### config.mk
export PLATFORM = sky130hd
export DESIGN_NAME = sobel_sat_out
export DESIGN_NICKNAME = d
export VERILOG_FILES = /design/src/rtl/sobel_sat_out.sv
export SDC_FILE = /design/constraint.sdc
export NUM_CORES = 1
export LEC_CHECK = 0
export BUFFER_PORTS_ARGS = -buffer_cell sky130_fd_sc_hd__buf_2
export CORE_MARGIN = 8
export CORE_UTILIZATION = 40
export CTS_CLUSTER_DIAMETER = 50
export DETAILED_ROUTE_END_ITERATION = 8
export PLACE_DENSITY = 0.6
export SLEW_MARGIN = 15
export SYNTH_ARGS = -nofsm -noshare
export SYNTH_HDL_FRONTEND = slang
export SYNTH_SLANG_ARGS = --single-unit
### constraint.sdc
create_clock -name clk -period 3.7 [get_ports clk]
set_clock_uncertainty 0.15 [all_clocks]
set_input_delay 0.555 -clock clk [delete_from_list [all_inputs] [get_ports clk]]
set_output_delay 0.555 -clock clk [all_outputs]
set_load 0.005 [all_outputs]
### src/rtl/sobel_sat_out.sv
// Sobel output stage. It saturates or thresholds each gradient sum to
// DATAWIDTH bits, buffers the result in a small FIFO, and streams it out on
// an AXI-Stream master with frame accounting and dropped-beat detection.
module sobel_sat_out #(
  parameter int PIXEL     = 3,
  parameter int DATAWIDTH = 8,
  parameter int DEPTH     = 4
) (
  input  logic                         clk,
  input  logic                         ARESETN,
  input  logic [2*DATAWIDTH*PIXEL-1:0] packed_sum,
  input  logic                         i_strobe,
  input  logic                         in_tlast,
  output logic                         o_busy,
  input  logic                         i_thresh_en,
  input  logic [DATAWIDTH-1:0]         i_threshold,
  output logic [DATAWIDTH*PIXEL-1:0]   m_axis_tdata,
  output logic                         m_axis_tvalid,
  input  logic                         m_axis_tready,
  output logic                         m_axis_tlast,
  output logic                         o_frame_done,
  output logic [15:0]                  o_frame_beats,
  output logic                         o_overflow
);

  localparam int OW = DATAWIDTH * PIXEL;
  localparam int SW = 2 * DATAWIDTH;
  localparam int AW = $clog2(DEPTH);
  localparam int CW = $clog2(DEPTH + 1) + 1;
  localparam logic [CW-1:0] DEPTH_C = CW'(DEPTH);
  localparam logic [CW-1:0] BUSY_C  = CW'(DEPTH - 1);

  // Clamp one sum to the output range, then optionally binarise it.
  function automatic logic [DATAWIDTH-1:0] process_pixel(
    input logic [SW-1:0]        sum,
    input logic                 thresh_en,
    input logic [DATAWIDTH-1:0] threshold
  );
    logic [DATAWIDTH-1:0] sat;
    sat = (|sum[SW-1:DATAWIDTH]) ? '1 : sum[DATAWIDTH-1:0];
    if (thresh_en) return (sat >= threshold) ? '1 : '0;
    return sat;
  endfunction

  // Stage-1 register
  logic          s1_valid;
  logic [OW-1:0] s1_data;
  logic          s1_last;

  // FIFO storage: {tlast, tdata} per entry
  logic [OW:0]   mem [DEPTH];
  logic [AW-1:0] wr_ptr;
  logic [AW-1:0] rd_ptr;
  logic [CW-1:0] fifo_count;

  logic [15:0]   frame_cnt;
  logic [15:0]   frame_cnt_inc;

  logic [OW-1:0] pix_out;
  logic [CW-1:0] occupancy;
  logic          accept;
  logic          push;
  logic          pop;
  logic          fifo_full;

  // Per-pixel saturate/threshold of the incoming beat.
  always_comb begin
    // NOTE: assign a default before the loop so no bit is left holding its old value (latch).
    pix_out = '0;
    for (int k = 0; k < PIXEL; k++) begin
      pix_out[DATAWIDTH*k +: DATAWIDTH] =
        process_pixel(packed_sum[SW*k +: SW], i_thresh_en, i_threshold);
    end
  end

  assign occupancy     = fifo_count + CW'(s1_valid);
  assign fifo_full     = (fifo_count == DEPTH_C);
  assign accept        = i_strobe && (occupancy < DEPTH_C);
  assign push          = s1_valid && !fifo_full;
  assign pop           = m_axis_tvalid && m_axis_tready;
  assign frame_cnt_inc = (frame_cnt == 16'hFFFF) ? frame_cnt : frame_cnt + 16'd1;

  assign m_axis_tvalid = (fifo_count != '0);
  assign {m_axis_tlast, m_axis_tdata} = mem[rd_ptr];

  // Stage 1: capture the processed beat; empty once it moves into the FIFO.
  always_ff @(posedge clk) begin
    // NOTE: sequential state uses non-blocking assignments so every flop samples pre-edge values.
    if (!ARESETN) begin
      s1_valid <= 1'b0;
      s1_data  <= '0;
      s1_last  <= 1'b0;
    end else if (accept) begin
      s1_valid <= 1'b1;
      s1_data  <= pix_out;
      s1_last  <= in_tlast;
    end else if (push) begin
      s1_valid <= 1'b0;
    end
  end

  // Output FIFO: write from stage 1, read on AXIS handshake.
  always_ff @(posedge clk) begin
    if (!ARESETN) begin
      // NOTE: the entries are cleared too, so tdata/tlast read zero after reset and no stale beat survives.
      for (int i = 0; i < DEPTH; i++) mem[i] <= '0;
      wr_ptr     <= '0;
      rd_ptr     <= '0;
      fifo_count <= '0;
    end else begin
      if (push) begin
        mem[wr_ptr] <= {s1_last, s1_data};
        wr_ptr      <= wr_ptr + AW'(1);
      end
      if (pop) rd_ptr <= rd_ptr + AW'(1);
      case ({push, pop})
        2'b10:   fifo_count <= fifo_count + CW'(1);
        2'b01:   fifo_count <= fifo_count - CW'(1);
        default: fifo_count <= fifo_count;
      endcase
    end
  end

  // Back-pressure lags occupancy by one cycle; the free slot absorbs that lag.
  always_ff @(posedge clk) begin
    if (!ARESETN) begin
      o_busy     <= 1'b1;
      o_overflow <= 1'b0;
    end else begin
      o_busy     <= (occupancy >= BUSY_C);
      o_overflow <= o_overflow | (i_strobe & ~accept);
    end
  end

  // Frame accounting on output handshakes; the beat counter saturates.
  always_ff @(posedge clk) begin
    if (!ARESETN) begin
      frame_cnt     <= '0;
      o_frame_beats <= '0;
      o_frame_done  <= 1'b0;
    end else begin
      o_frame_done <= 1'b0;
      if (pop) begin
        if (m_axis_tlast) begin
          o_frame_beats <= frame_cnt_inc;
          o_frame_done  <= 1'b1;
          frame_cnt     <= '0;
        end else begin
          frame_cnt <= frame_cnt_inc;
        end
      end
    end
  end

endmodule
**Yosys cells after proc, flatten, opt, wreduce, memory -nomap -nowiden**

Memory sizes are Yosys's and may differ from the RTL's. A register that Yosys moved wholly into a read port is not among the register bits.
Cells that the tools add are included.

- Reduce and logical (&&, ||, !) cells: 13
- Muxes and demuxes: 28
- Bitwise logic cells: 3
- Equality and inequality tests: 4
- Order comparisons: 5
- Add/subtract/negate cells: 6

Operators with widths:

| kind | number |
|---|---|
| $mux W8 | 12 |
| $mux W16 | 2 |
| $mux W25 | 1 |
| $reduce_or A25 Y1 | 1 |
| $ge A8 B8 Y1 | 3 |
| $reduce_or A8 Y1 | 3 |
| $add A16 B1 Y16 const B | 1 |
| $eq A16 B16 Y1 const B | 1 |
| $mux W1 | 9 |
| $pmux W4 S2 | 1 |
| $mux W2 | 3 |
| $add A2 B1 Y2 const B | 2 |
| $add A4 B1 Y4 | 1 |
| $add A4 B1 Y4 const B | 1 |
| $eq A4 B3 Y1 const B | 1 |
| $ge A4 B2 Y1 const B | 1 |
| $lt A4 B3 Y1 const B | 1 |
| $reduce_and A2 Y1 | 2 |
| $reduce_bool A2 Y1 | 2 |
| $reduce_bool A4 Y1 | 1 |
| $sub A4 B1 Y4 const B | 1 |
| $logic_and A1 B1 Y1 | 3 |
| $eq A2 B1 Y1 const B | 1 |
| $eq A2 B2 Y1 const B | 1 |
| 4 further kinds | 4 |

- Flip-flop bits (word level): 69
- RAM bits: 100
- Memories kept: 1

Memory list:

| name | words | width | read ports | clocked after memory_dff | write ports | line | RTL |
|---|---|---|---|---|---|---|---|
| mem | 4 | 25 | 1 | 1 | 4 | 51 | `logic [OW:0] mem [DEPTH];` |

**Logic depth before layout (Yosys ltp)**

Gate-level depths: netlist of the first run.

- Depth in word-level cells: 8
- Gate-level depth with buffers: 11
- Gate-level depth less buffers: 10

**Worst setup path before layout of the first run**

No wires, ideal clock.

- Path type: flip-flop to flip-flop
- Start point: reg fifo_count[3]
- End point: mem mem[2][0] (netlist bit) (enable)
- Arrival time: 2,542 ps
- Path buffers: 0
- Period minus slack after synthesis: 3,134 ps
- Cell stages (with the launch flop): 5
- Setup slack: 566 ps
- Path through: dfxtp_1 nor3_1 nand2_1 nand2_1 o21ai_0

RTL lines:

| element | line | RTL |
|---|---|---|
| from (decl) | 54 | `logic [CW-1:0] fifo_count;` |
| from (signal assigned) | 117 | `2'b10: fifo_count <= fifo_count + CW'(1);` |
| from (signal assigned) | 118 | `2'b01: fifo_count <= fifo_count - CW'(1);` |
| from (signal assigned) | 119 | `default: fifo_count <= fifo_count;` |
| to (decl) | 51 |  |

**Worst setup path after layout of the first run**

- Start point: reg fifo_count[3]
- End point: reg fifo_count[3]

- Word-level cells in the longest chain between the ends: 5
- Elaborated cells on any way between the ends: 11

Ends and longest elaborated chain:

| element | line | RTL |
|---|---|---|
| $eq A4 B3 Y1 | 77 | `assign fifo_full = (fifo_count == DEPTH_C);` |
| $logic_not A1 Y1 | 79 | `assign push = s1_valid && !fifo_full;` |
| $logic_and A1 B1 Y1 | 79 |  |
| $eq A2 B1 Y1 / $eq A2 B2 Y1 (equally long branches) | 116 | `case ({push, pop})` |
| $pmux W4 S2 / $reduce_bool A2 Y1 (equally long branches) | - |  |

Parallel ways exist; a longest one is shown, timed or not.
A chain may end at the register's enable or synchronous reset.

==> impl_metrics.json, run 1 <==
{
  "start_util_pct": 40.8,
  "remaining_drc_errors": 0,
  "arrival_ns": 3.33,
  "min_to": "s1_last$_SDFFE_PN0P_",
  "path_buf_inv": 1,
  "setup_ws_ns": 0.579,
  "setup_tns_ns": 0,
  "rows": 52,
  "maxCapViolCount": 0,
  "cts_tree": "built",
  "cts.sinks": 171,
  "multiInputGateArea_um2": 3500,
  "cts_root_buf": "clkbuf_16",
  "dieArea_um2": 25500,
  "r2r-start": "fifo_count[3]$_SDFFE_PN0P_",
  "hold_depth": 3,
  "final_hold_viol_count": 0,
  "reg2regPathDepth": 10,
  "pre_cts_ws_ns": 0.585,
  "combPwrFrac_pct": 21.6,
  "path_cells": "or4_4, nand2_2, inv_1, ha_1, ha_1, a21o_1, a21oi_1, xnor2_1, or3_1, a21oi_1",
  "critPathLaunchType": "register",
  "seq_area_um2": 4430,
  "fmax_mhz": 320,
  "cts.hold.buffers_added": 0,
  "grt_pass1_vias": 5952,
  "ios": 107,
  "synth_area_um2": 8250,
  "p_leak_nw": 3.80,
  "clkPwrFrac_pct": 32.3,
  "swShare_pct": 31.4,
  "crit_fanout": 12,
  "fin_crit_sh_pct": 84.3,
  "syn_to_final_growth_pct": 16.7,
  "min_from": "in_tlast",
  "postCtsResizedCells": 0,
  "die_h_um": 160,
  "port_buffers": 106,
  "rsz0062_at_grt": "false",
  "async_flop_share_pct": 0,
  "min_path_type": "in2reg",
  "synthTopCellsByArea": "edfxtp_1, dfxtp_1, mux4_2",
  "coreArea_um2": 20200,
  "tightest_slew_ns": 1.08,
  "required_ns": 3.91,
  "critPathMaxStageDelay_ns": 0.58,
  "syn_nets": 827,
  "num_vias": 5817,
  "finalMaxSlewViolations": 0,
  "drtIter0Drc": 294,
  "slew_headroom_pct": 27.9,
  "dieWidth_um": 160,
  "cellInternalPower_mw": 3.67,
  "worstSetupEndpointType": "register",
  "drive_above_1_share_pct": 28.3,
  "hpwl_um": 13400,
  "synth.largest_area_cell": "edfxtp_1",
  "yosys_register_bits": 171,
  "worstSetupPathType": "reg2reg",
  "grt_antenna_before_repair": 0,
  "synth_top_cell_area_share_pct": 36.4,
  "net-switching-power_mw": 1.68,
  "ir_worst_vdd_mv": 0.353,
  "overflow": 0,
  "grt_max_degree": 30,
  "path_delay_family": "simple AND/OR/NAND/NOR gates",
  "final_antenna_net_count": 0,
  "reg2reg_slack_ns": 0.58,
  "fin_crit_ns": 3.12,
  "worstSkewPairLatency_ns": 0.44,
  "cts_htree_levels": 4,
  "seq_power_share_pct": 46.1,
  "place_congestion": 0.847,
  "yosysWarnings": 0,
  "synth_cells": 734,
  "cts_buffers": 17,
  "dr.pass1.iters": 5,
  "synth_seq_area_share_pct": 53.6,
  "diodes": 0,
  "via_per_inst": 5.23,
  "outcome": "finished, final reports clean",
  "ys_types": 58,
  "power_density_nw_per_um2": 555,
  "nets": 922,
  "reg2reg_to": "fifo_count[3]$_SDFFE_PN0P_",
  "fillers": 1909,
  "synth_edf_count": 100,
  "synth.avg_cell_area_um2": 11.2,
  "wl_per_cell_um": 17.4,
  "grt_pass1_wl_um": 31500,
  "track_usage_pct": 15.5,
  "cpMaxStageDelayCell": "or4_4",
  "wl_um": 19300,
  "setup_viol": 0,
  "cts_setup_buffers": 0,
  "cts.clk_slew.worst_paths_ns": 0.06,
  "ctsLongestPathBuffers": 2,
  "ys.flop_type": "edfxtp_1"
}
worst min-delay path: cells and delay by family:
| family | cells | cell delay (ns) |
|---|---|---|
| buffers and inverters | 1 | 0.10 |
| muxes | 1 | 0.07 |
| and+or+nand+nor | 1 | 0.07 |
power by group through the flow:
stage / logic [mW] / clock network, mW / registers, mW
3_5_place_dp: 1.17 / 0 / 2.51
6_report: 1.16 / 1.73 / 2.46
4_1_cts: 1.18 / 1.75 / 2.47
3_3_place_gp: 1.17 / 0 / 2.50
5_1_grt: 1.29 / 1.83 / 2.50
2_1_floorplan: 0.829 / 0 / 2.41
metrics by stage:
stage	total power [mW]	instance area, µm²	utilization, %	instances	hold slack (ns)
2_1_floorplan	3.24	8250	-	734	0.298
3_3_place_gp	3.67	9050	44.7	1080	0.290
3_5_place_dp	3.68	9050	44.7	1080	0.295
4_1_cts	5.40	9630	47.6	1112	0.241
5_1_grt	5.62	9630	47.6	1112	0.255
6_report	5.35	9630	47.6	1112	0.248
registers in the layout, indices dropped and copies added (netlist names), 2 cells and up, named ones only:
signal,cells
s1_data,24
o_frame_beats,16
rd_ptr,2
wr_ptr,2
mem,100
fifo_count,4
frame_cnt,16
logic make-up (layout without fill, tap and decap cells):
logic type               count (synthesis)  in the layout  share of synthesized area (%)
XOR/XNOR                                11             11                           1.17
buffers and inverters                   87            195                           4.41
AND/OR/NAND/NOR                        263            263                           15.8
adder cells (fa/ha/maj)                 31             31                           4.79
multiplexers                            30             30                           7.43
AO/OA/AOI/OAI                          141            141                           12.8
flip-flops                             171            171                           53.6
layer usage:
metal / GRT usage (%) / vias up / wire length, µm
li1: - / 2873 / -
met1: 21.0 / 2788 / 9230
met2: 24.3 / 145 / 8900
met3: 4.01 / 11 / 1070
met4: 4.12 / 0 / 144
met5: 0 / - / 0
how the worst max path moves through the flow:
stage                               startpoint                          to  slack, ns  cells past startpoint
detailed placement  fifo_count[3]$_SDFFE_PN0P_  fifo_count[3]$_SDFFE_PN0P_       0.59                     10
global placement    fifo_count[3]$_SDFFE_PN0P_  fifo_count[3]$_SDFFE_PN0P_       0.65                     10
floorplan           fifo_count[3]$_SDFFE_PN0P_     mem[2][0]$_SDFFCE_PN0P_       0.57                      4
CTS                 fifo_count[3]$_SDFFE_PN0P_  fifo_count[3]$_SDFFE_PN0P_       0.57                     10
finish              fifo_count[3]$_SDFFE_PN0P_  fifo_count[3]$_SDFFE_PN0P_       0.58                     10
global route        fifo_count[3]$_SDFFE_PN0P_  fifo_count[3]$_SDFFE_PN0P_       0.36                     10
synth_stat cells (all sizes together) (11+ instances only):
cell type / count
edfxtp: 100
nor2: 82
dfxtp: 71
nand2: 61
inv: 44
o21ai: 33
ha: 30
and2: 28
mux4: 25
o21a: 25
or2: 25
clkbuf: 24
o221a: 24
a21oi: 22
nand3: 21
buf: 19
nand4: 11
nor3: 11
cells in the final DEF (no fill, tap or decap), types with 6 or more instances in the layout:
| master | count |
|---|---|
| o21a_1 | 25 |
| nor3_1 | 11 |
| nand2_1 | 60 |
| dfxtp_1 | 70 |
| buf_2 | 106 |
| a21oi_1 | 22 |
| nand2b_1 | 6 |
| o221a_2 | 24 |
| and2_1 | 28 |
| clkbuf_16 | 17 |
| nor4_1 | 6 |
| inv_1 | 43 |
| nand3_1 | 20 |
| o21ai_0 | 26 |
| ha_1 | 30 |
| xor2_1 | 6 |
| edfxtp_1 | 100 |
| mux4_2 | 25 |
| buf_4 | 13 |
| nor2_1 | 81 |
| or2_2 | 24 |
| nand4_1 | 11 |
final cells by class:
cell class              instances  area share (%)
flip-flops and latches        171            46.0
well taps                     270            3.51
inverters                      44            1.72
repair buffers                119            6.52
multi-input cells             476            36.3
clock inverters                15            1.55
clock buffers                  17            4.42
No activity file was read; power rests on OpenSTA's default activity.
==> inputs of run 2 (changes only) <==
--- a/config.mk
+++ b/config.mk
@@ -10,7 +10,7 @@
 export CORE_UTILIZATION = 40
 export CTS_CLUSTER_DIAMETER = 50
 export DETAILED_ROUTE_END_ITERATION = 8
-export PLACE_DENSITY = 0.6
+export PLACE_DENSITY = 0.62
 export SLEW_MARGIN = 15
 export SYNTH_ARGS = -nofsm -noshare
 export SYNTH_HDL_FRONTEND = slang
==> constraint.sdc (replaced) <==
create_clock -name clk -period 2.5 [get_ports clk]
set_clock_uncertainty 0.15 [all_clocks]
set_input_delay 0.375 -clock clk [delete_from_list [all_inputs] [get_ports clk]]
set_output_delay 0.375 -clock clk [all_outputs]
set_load 0.005 [all_outputs]
==> run 2 against run 1 <==
Sequential share of layout area is 1.2 points lower. Die area is the same. First-iteration DRC count is 3.4% higher. Via count down 0.43%. Final cell count up 1.9%. Combinational power is 74% higher. Flip-flop and latch count did not move. Global-route usage decreased by 0.41 points.
==> impl_metrics.json, run 2 (synthesis gave the netlist of run 1 again) <==
{
  "outcome": "finished, final reports clean",
  "reg2regPathDepth": 10,
  "cts.hold.buffers_added": 0,
  "utilization_pct": 48.9,
  "cellInternalPower_mw": 5.63,
  "setup_ws_ns": 0.0626,
  "critPathLaunchType": "register",
  "maxCapViolCount": 0,
  "wl_per_cell_um": 16.9,
  "slew_headroom_pct": 65.3,
  "hpwl_um": 13400,
  "net-switching-power_mw": 2.55,
  "start_util_pct": 40.8,
  "cts_tree": "built",
  "top_register": "mem",
  "dp_cells": 1100,
  "crit_fanout": 3,
  "cts.sinks": 171,
  "arrival_ns": 2.64,
  "rows": 52,
  "drive_above_1_share_pct": 31.2,
  "grt_pass1_vias": 5965,
  "power_mw": 8.18,
  "rsz0062_at_grt": "true",
  "overflow": 0,
  "worstSetupEndpointType": "register",
  "wl_um": 19100,
  "hold_ws_ns": 0.0658,
  "final_hold_viol_count": 0,
  "grt_antenna_before_repair": 1,
  "swShare_pct": 31.1,
  "dieArea_um2": 25500,
  "setup_tns_ns": 0,
  "p_leak_nw": 3.93,
  "cts_root_buf": "clkbuf_16",
  "track_usage_pct": 15.1,
  "via_per_inst": 5.11,
  "min_path_type": "in2reg",
  "largest_registers": "mem: 100 flops, s1_data: 24 flops",
  "finalMaxSlewViolations": 0,
  "combPwrFrac_pct": 24.7,
  "ctsLongestPathBuffers": 2,
  "cts_htree_levels": 4,
  "instances_no_fill": 1133,
  "coreArea_um2": 20200,
  "fin_crit_ns": 2.44,
  "nets": 943,
  "dpl-instance-area_um2": 9260,
  "die_h_um": 160,
  "grt_max_degree": 48,
  "ios": 107,
  "port_buffers": 106,
  "power_density_nw_per_um2": 827,
  "pre_cts_ws_ns": -0.330,
  "clkPwrFrac_pct": 31.7,
  "fmax_mhz": 410,
  "remaining_drc_errors": 0,
  "hold_depth": 3,
  "num_vias": 5792,
  "fin_crit_sh_pct": 97.5,
  "ir_worst_vdd_mv": 0.457,
  "diodes": 0,
  "dr.pass1.iters": 5,
  "worstSetupPathType": "reg2reg",
  "setup_viol": 0,
  "place_congestion": 0.825,
  "post-route-cell-area_um2": 9890,
  "layout_commonest_cell": "buf_2",
  "final_cell_mix": "buf_2, edfxtp_1, nor2_1, dfxtp_1, nand2_1",
  "cts.clk_slew.worst_paths_ns": 0.07,
  "tightest_slew_ns": 0.516,
  "syn_to_final_growth_pct": 19.9,
  "final_antenna_net_count": 0,
  "cts_buffers": 17,
  "drtIter0Drc": 304,
  "required_ns": 2.70,
  "grt_pass1_wl_um": 31100,
  "worstSkewPairLatency_ns": 0.43,
  "dieWidth_um": 160,
  "largest_register_ffs": 100,
  "seq_power_share_pct": 43.6
}
[run 2: cell types whose count changed in the layout (fill, tap and decap cells not counted), sizes merged]
cell and delta:
buf +21, inv +3, clkinv -2, clkinvlp -1
[run 2: path summary, 6_finish.rpt]
check,start,end,slack [ns]
setup / recovery,fifo_count[2]$_SDFFE_PN0P_,fifo_count[3]$_SDFFE_PN0P_,0.06
hold / removal,in_tlast,s1_last$_SDFFE_PN0P_,0.07
setup reg to reg,fifo_count[2]$_SDFFE_PN0P_,fifo_count[3]$_SDFFE_PN0P_,0.06
hold reg to reg,o_frame_beats[13]$_SDFFE_PN0P_,o_frame_beats[13]$_SDFFE_PN0P_,0.31
[run 2: cell type report]
| class | instances | area, µm² |
|---|---|---|
| inverter | 44 | 165 |
| tap | 270 | 338 |
| timing repair buffer | 140 | 823 |
| fill | 1785 | 10300 |
| clock buffer | 17 | 425 |
| sequential | 171 | 4430 |
| multi-input combinational | 476 | 3550 |
| clock inverter | 15 | 159 |
[run 2: power groups by stage]
stage	logic (mW)	registers (mW)	clock network, mW
2_1_floorplan	1.28	3.57	0
3_3_place_gp	2.00	3.62	0
3_5_place_dp	2.01	3.63	0
4_1_cts	2.02	3.57	2.62
5_1_grt	2.22	3.61	2.73
6_report	2.02	3.57	2.59
[run 2: timing repair]
item | CTS | global route
buffers inserted | 0 | 1
gates resized for setup | 0 | 7
setup endpoints to repair | 0 | 17
[run 2: layer usage]
metal,vias to the layer above,global-route usage [%],routed length [µm]
met2,114,24.6,9010
met4,2,4.29,152
li1,2927,-,-
met3,14,3.37,776
met1,2735,19.9,9170
met5,-,0,8
[run 2: worst max-delay path: stages, from the launching register on]
cell and delay, ns:
dfxtp_4 0.34, or4_4 0.54, nand2_4 0.10, inv_2 0.05, ha_4 0.16, ha_4 0.20, a21o_1 0.16, a21oi_2 0.15
xnor2_1 0.08, or3_1 0.30, a21oi_1 0.14
==> inputs of run 3 (changes only) <==
--- a/config.mk
+++ b/config.mk
@@ -6,6 +6,7 @@
 export NUM_CORES = 1
 export LEC_CHECK = 0
 export BUFFER_PORTS_ARGS = -buffer_cell sky130_fd_sc_hd__buf_2
+export CORE_ASPECT_RATIO = 1.1
 export CORE_MARGIN = 8
 export CORE_UTILIZATION = 40
 export CTS_CLUSTER_DIAMETER = 50
==> run 3 against run 2 <==
First-iteration DRC count up 3.6%. Final cell count down 0.97%. Clock power about the same. Power up 0.37%. Highest routed layer unchanged. Via count up 2.1%. Register-to-register slack better by 0.03 ns. Fmax up 1.1%. Count of clock-buffer cells in the layout unchanged. Sequential power about the same.
==> impl_metrics.json, run 3 (synthesis gave the netlist of run 1 again) <==
{
  "cts_root_buf": "clkbuf_16",
  "rows": 55,
  "worstSetupStartpoint": "fifo_count[0]$_SDFFE_PN0P_",
  "place_congestion": 0.796,
  "power_density_nw_per_um2": 829,
  "min_from": "in_tlast",
  "grt_antenna_before_repair": 1,
  "min_path_type": "in2reg",
  "arrival_ns": 2.62,
  "coreArea_um2": 20400,
  "utilization_pct": 48.5,
  "cts_htree_levels": 4,
  "setup_viol": 0,
  "net-switching-power_mw": 2.56,
  "reg2regPathDepth": 10,
  "required_ns": 2.71,
  "combPwrFrac_pct": 24.9,
  "cts_buffers": 17,
  "dp_cells": 1089,
  "dieArea_um2": 25500,
  "port_buffers": 106,
  "outcome": "finished, final reports clean",
  "die_h_um": 167,
  "swShare_pct": 31.2,
  "fin_crit_ns": 2.41,
  "syn_to_final_growth_pct": 20.0,
  "power_mw": 8.21,
  "crit_fanout": 3,
  "grt_pass1_wl_um": 31300,
  "nets": 946,
  "remaining_drc_errors": 0,
  "wl_um": 19600,
  "cts.sinks": 171,
  "path_cells": "or4_4, nand2_4, inv_2, ha_4, ha_4, a21o_1, a21oi_2, xnor2_1, or3_1, a21oi_2",
  "worstSetupPathType": "reg2reg",
  "wl_per_cell_um": 17.5,
  "final_antenna_net_count": 0,
  "track_usage_pct": 15.5,
  "p_leak_nw": 3.95,
  "via_per_inst": 5.27,
  "critPathMaxStageDelay_ns": 0.55,
  "hpwl_um": 13600,
  "fmax_mhz": 415,
  "cts.clk_slew.worst_paths_ns": 0.07,
  "final_cell_mix": "buf_2, edfxtp_1, nor2_1, dfxtp_1, nand2_1",
  "rsz0062_at_grt": "true",
  "instances_no_fill": 1122,
  "setup_tns_ns": 0,
  "final_hold_viol_count": 0,
  "largest_registers": "mem: 100 flops, s1_data: 24 flops",
  "seq_power_share_pct": 43.5,
  "cts_tree": "built",
  "drtIter0Drc": 315,
  "grt_pass1_vias": 5940,
  "hold_depth": 3,
  "top_register": "mem",
  "dieWidth_um": 153,
  "drive_above_1_share_pct": 31.1,
  "cpMaxStageDelayCell": "or4_4",
  "overflow": 0,
  "start_util_pct": 40.4,
  "grt_max_degree": 36,
  "diodes": 0,
  "slew_headroom_pct": 60.5,
  "clkPwrFrac_pct": 31.5,
  "worstSkewPairLatency_ns": 0.42,
  "fin_crit_sh_pct": 96.4,
  "tightest_slew_ns": 0.589,
  "layout_commonest_cell": "buf_2",
  "dr.pass1.iters": 5,
  "ir_worst_vdd_mv": 0.493,
  "maxCapViolCount": 0,
  "finalMaxSlewViolations": 0,
  "hold_ws_ns": 0.0517,
  "r2r-start": "fifo_count[0]$_SDFFE_PN0P_",
  "worstSetupEndpointType": "register",
  "ctsLongestPathBuffers": 2,
  "cellInternalPower_mw": 5.64,
  "largest_register_ffs": 100,
  "num_vias": 5915,
  "ios": 107,
  "critPathLaunchType": "register"
}
-- run 3: path summary, 6_finish.rpt --
| kind | endpoint | slack (ns) |
|---|---|---|
| worst min register to register | o_frame_beats[2]$_SDFFE_PN0P_ | 0.30 |
| worst min-delay path | s1_last$_SDFFE_PN0P_ | 0.05 |
| worst max-delay path | fifo_count[3]$_SDFFE_PN0P_ | 0.09 |
| worst max register to register | fifo_count[3]$_SDFFE_PN0P_ | 0.09 |
-- run 3: critical path: cells and delay by family, from the launching register on --
kind                       cells  cell delay (ns)
xor gates and xnor gates       1             0.09
AOI/OAI and AO/OA              3             0.39
buffers and inverters          1             0.05
and+or+nand+nor                3             0.97
adders and majority gates      2             0.36
DFF                            1             0.33
-- run 3: what timing repair did --
action	CTS	global route
buffers inserted	0	1
gates resized for setup	0	4
hold endpoints to repair	0	0
setup endpoints to repair	0	9
hold buffers	0	0
-- run 3: layout make-up --
| class | instances | area (µm²) |
|---|---|---|
| clock inverters | 15 | 171 |
| flip-flops and latches | 171 | 4430 |
| fillers | 1813 | 10500 |
| multi-input cells | 476 | 3530 |
| inverters | 44 | 165 |
| repair buffers | 143 | 858 |
| clock buffers | 17 | 425 |
| well taps | 256 | 320 |
-- run 3: per-stage QoR --
stage	worst slack (ns)	cell area [µm²]
floorplan	-0.0467	8290
global placement	-0.257	9280
detailed placement	-0.291	9280
CTS	0.0430	9880
global route	-0.00685	9900
finish	0.0898	9900
-- run 3: power groups by stage --
stage | combinational [mW] | sequential [mW] | clock [mW]
after floorplan | 1.28 | 3.57 | 0
after global placement | 2.04 | 3.62 | 0
after detailed placement | 2.06 | 3.63 | 0
after CTS | 2.06 | 3.57 | 2.64
after global routing | 2.26 | 3.61 | 2.74
final | 2.05 | 3.57 | 2.59
-- run 3: routing by layer --
metal  wire [µm]  global-route usage [%]
met1        8820                    19.1
met2        9450                    26.3
met3        1100                    3.81
met4         216                    4.61
met5          10                       0
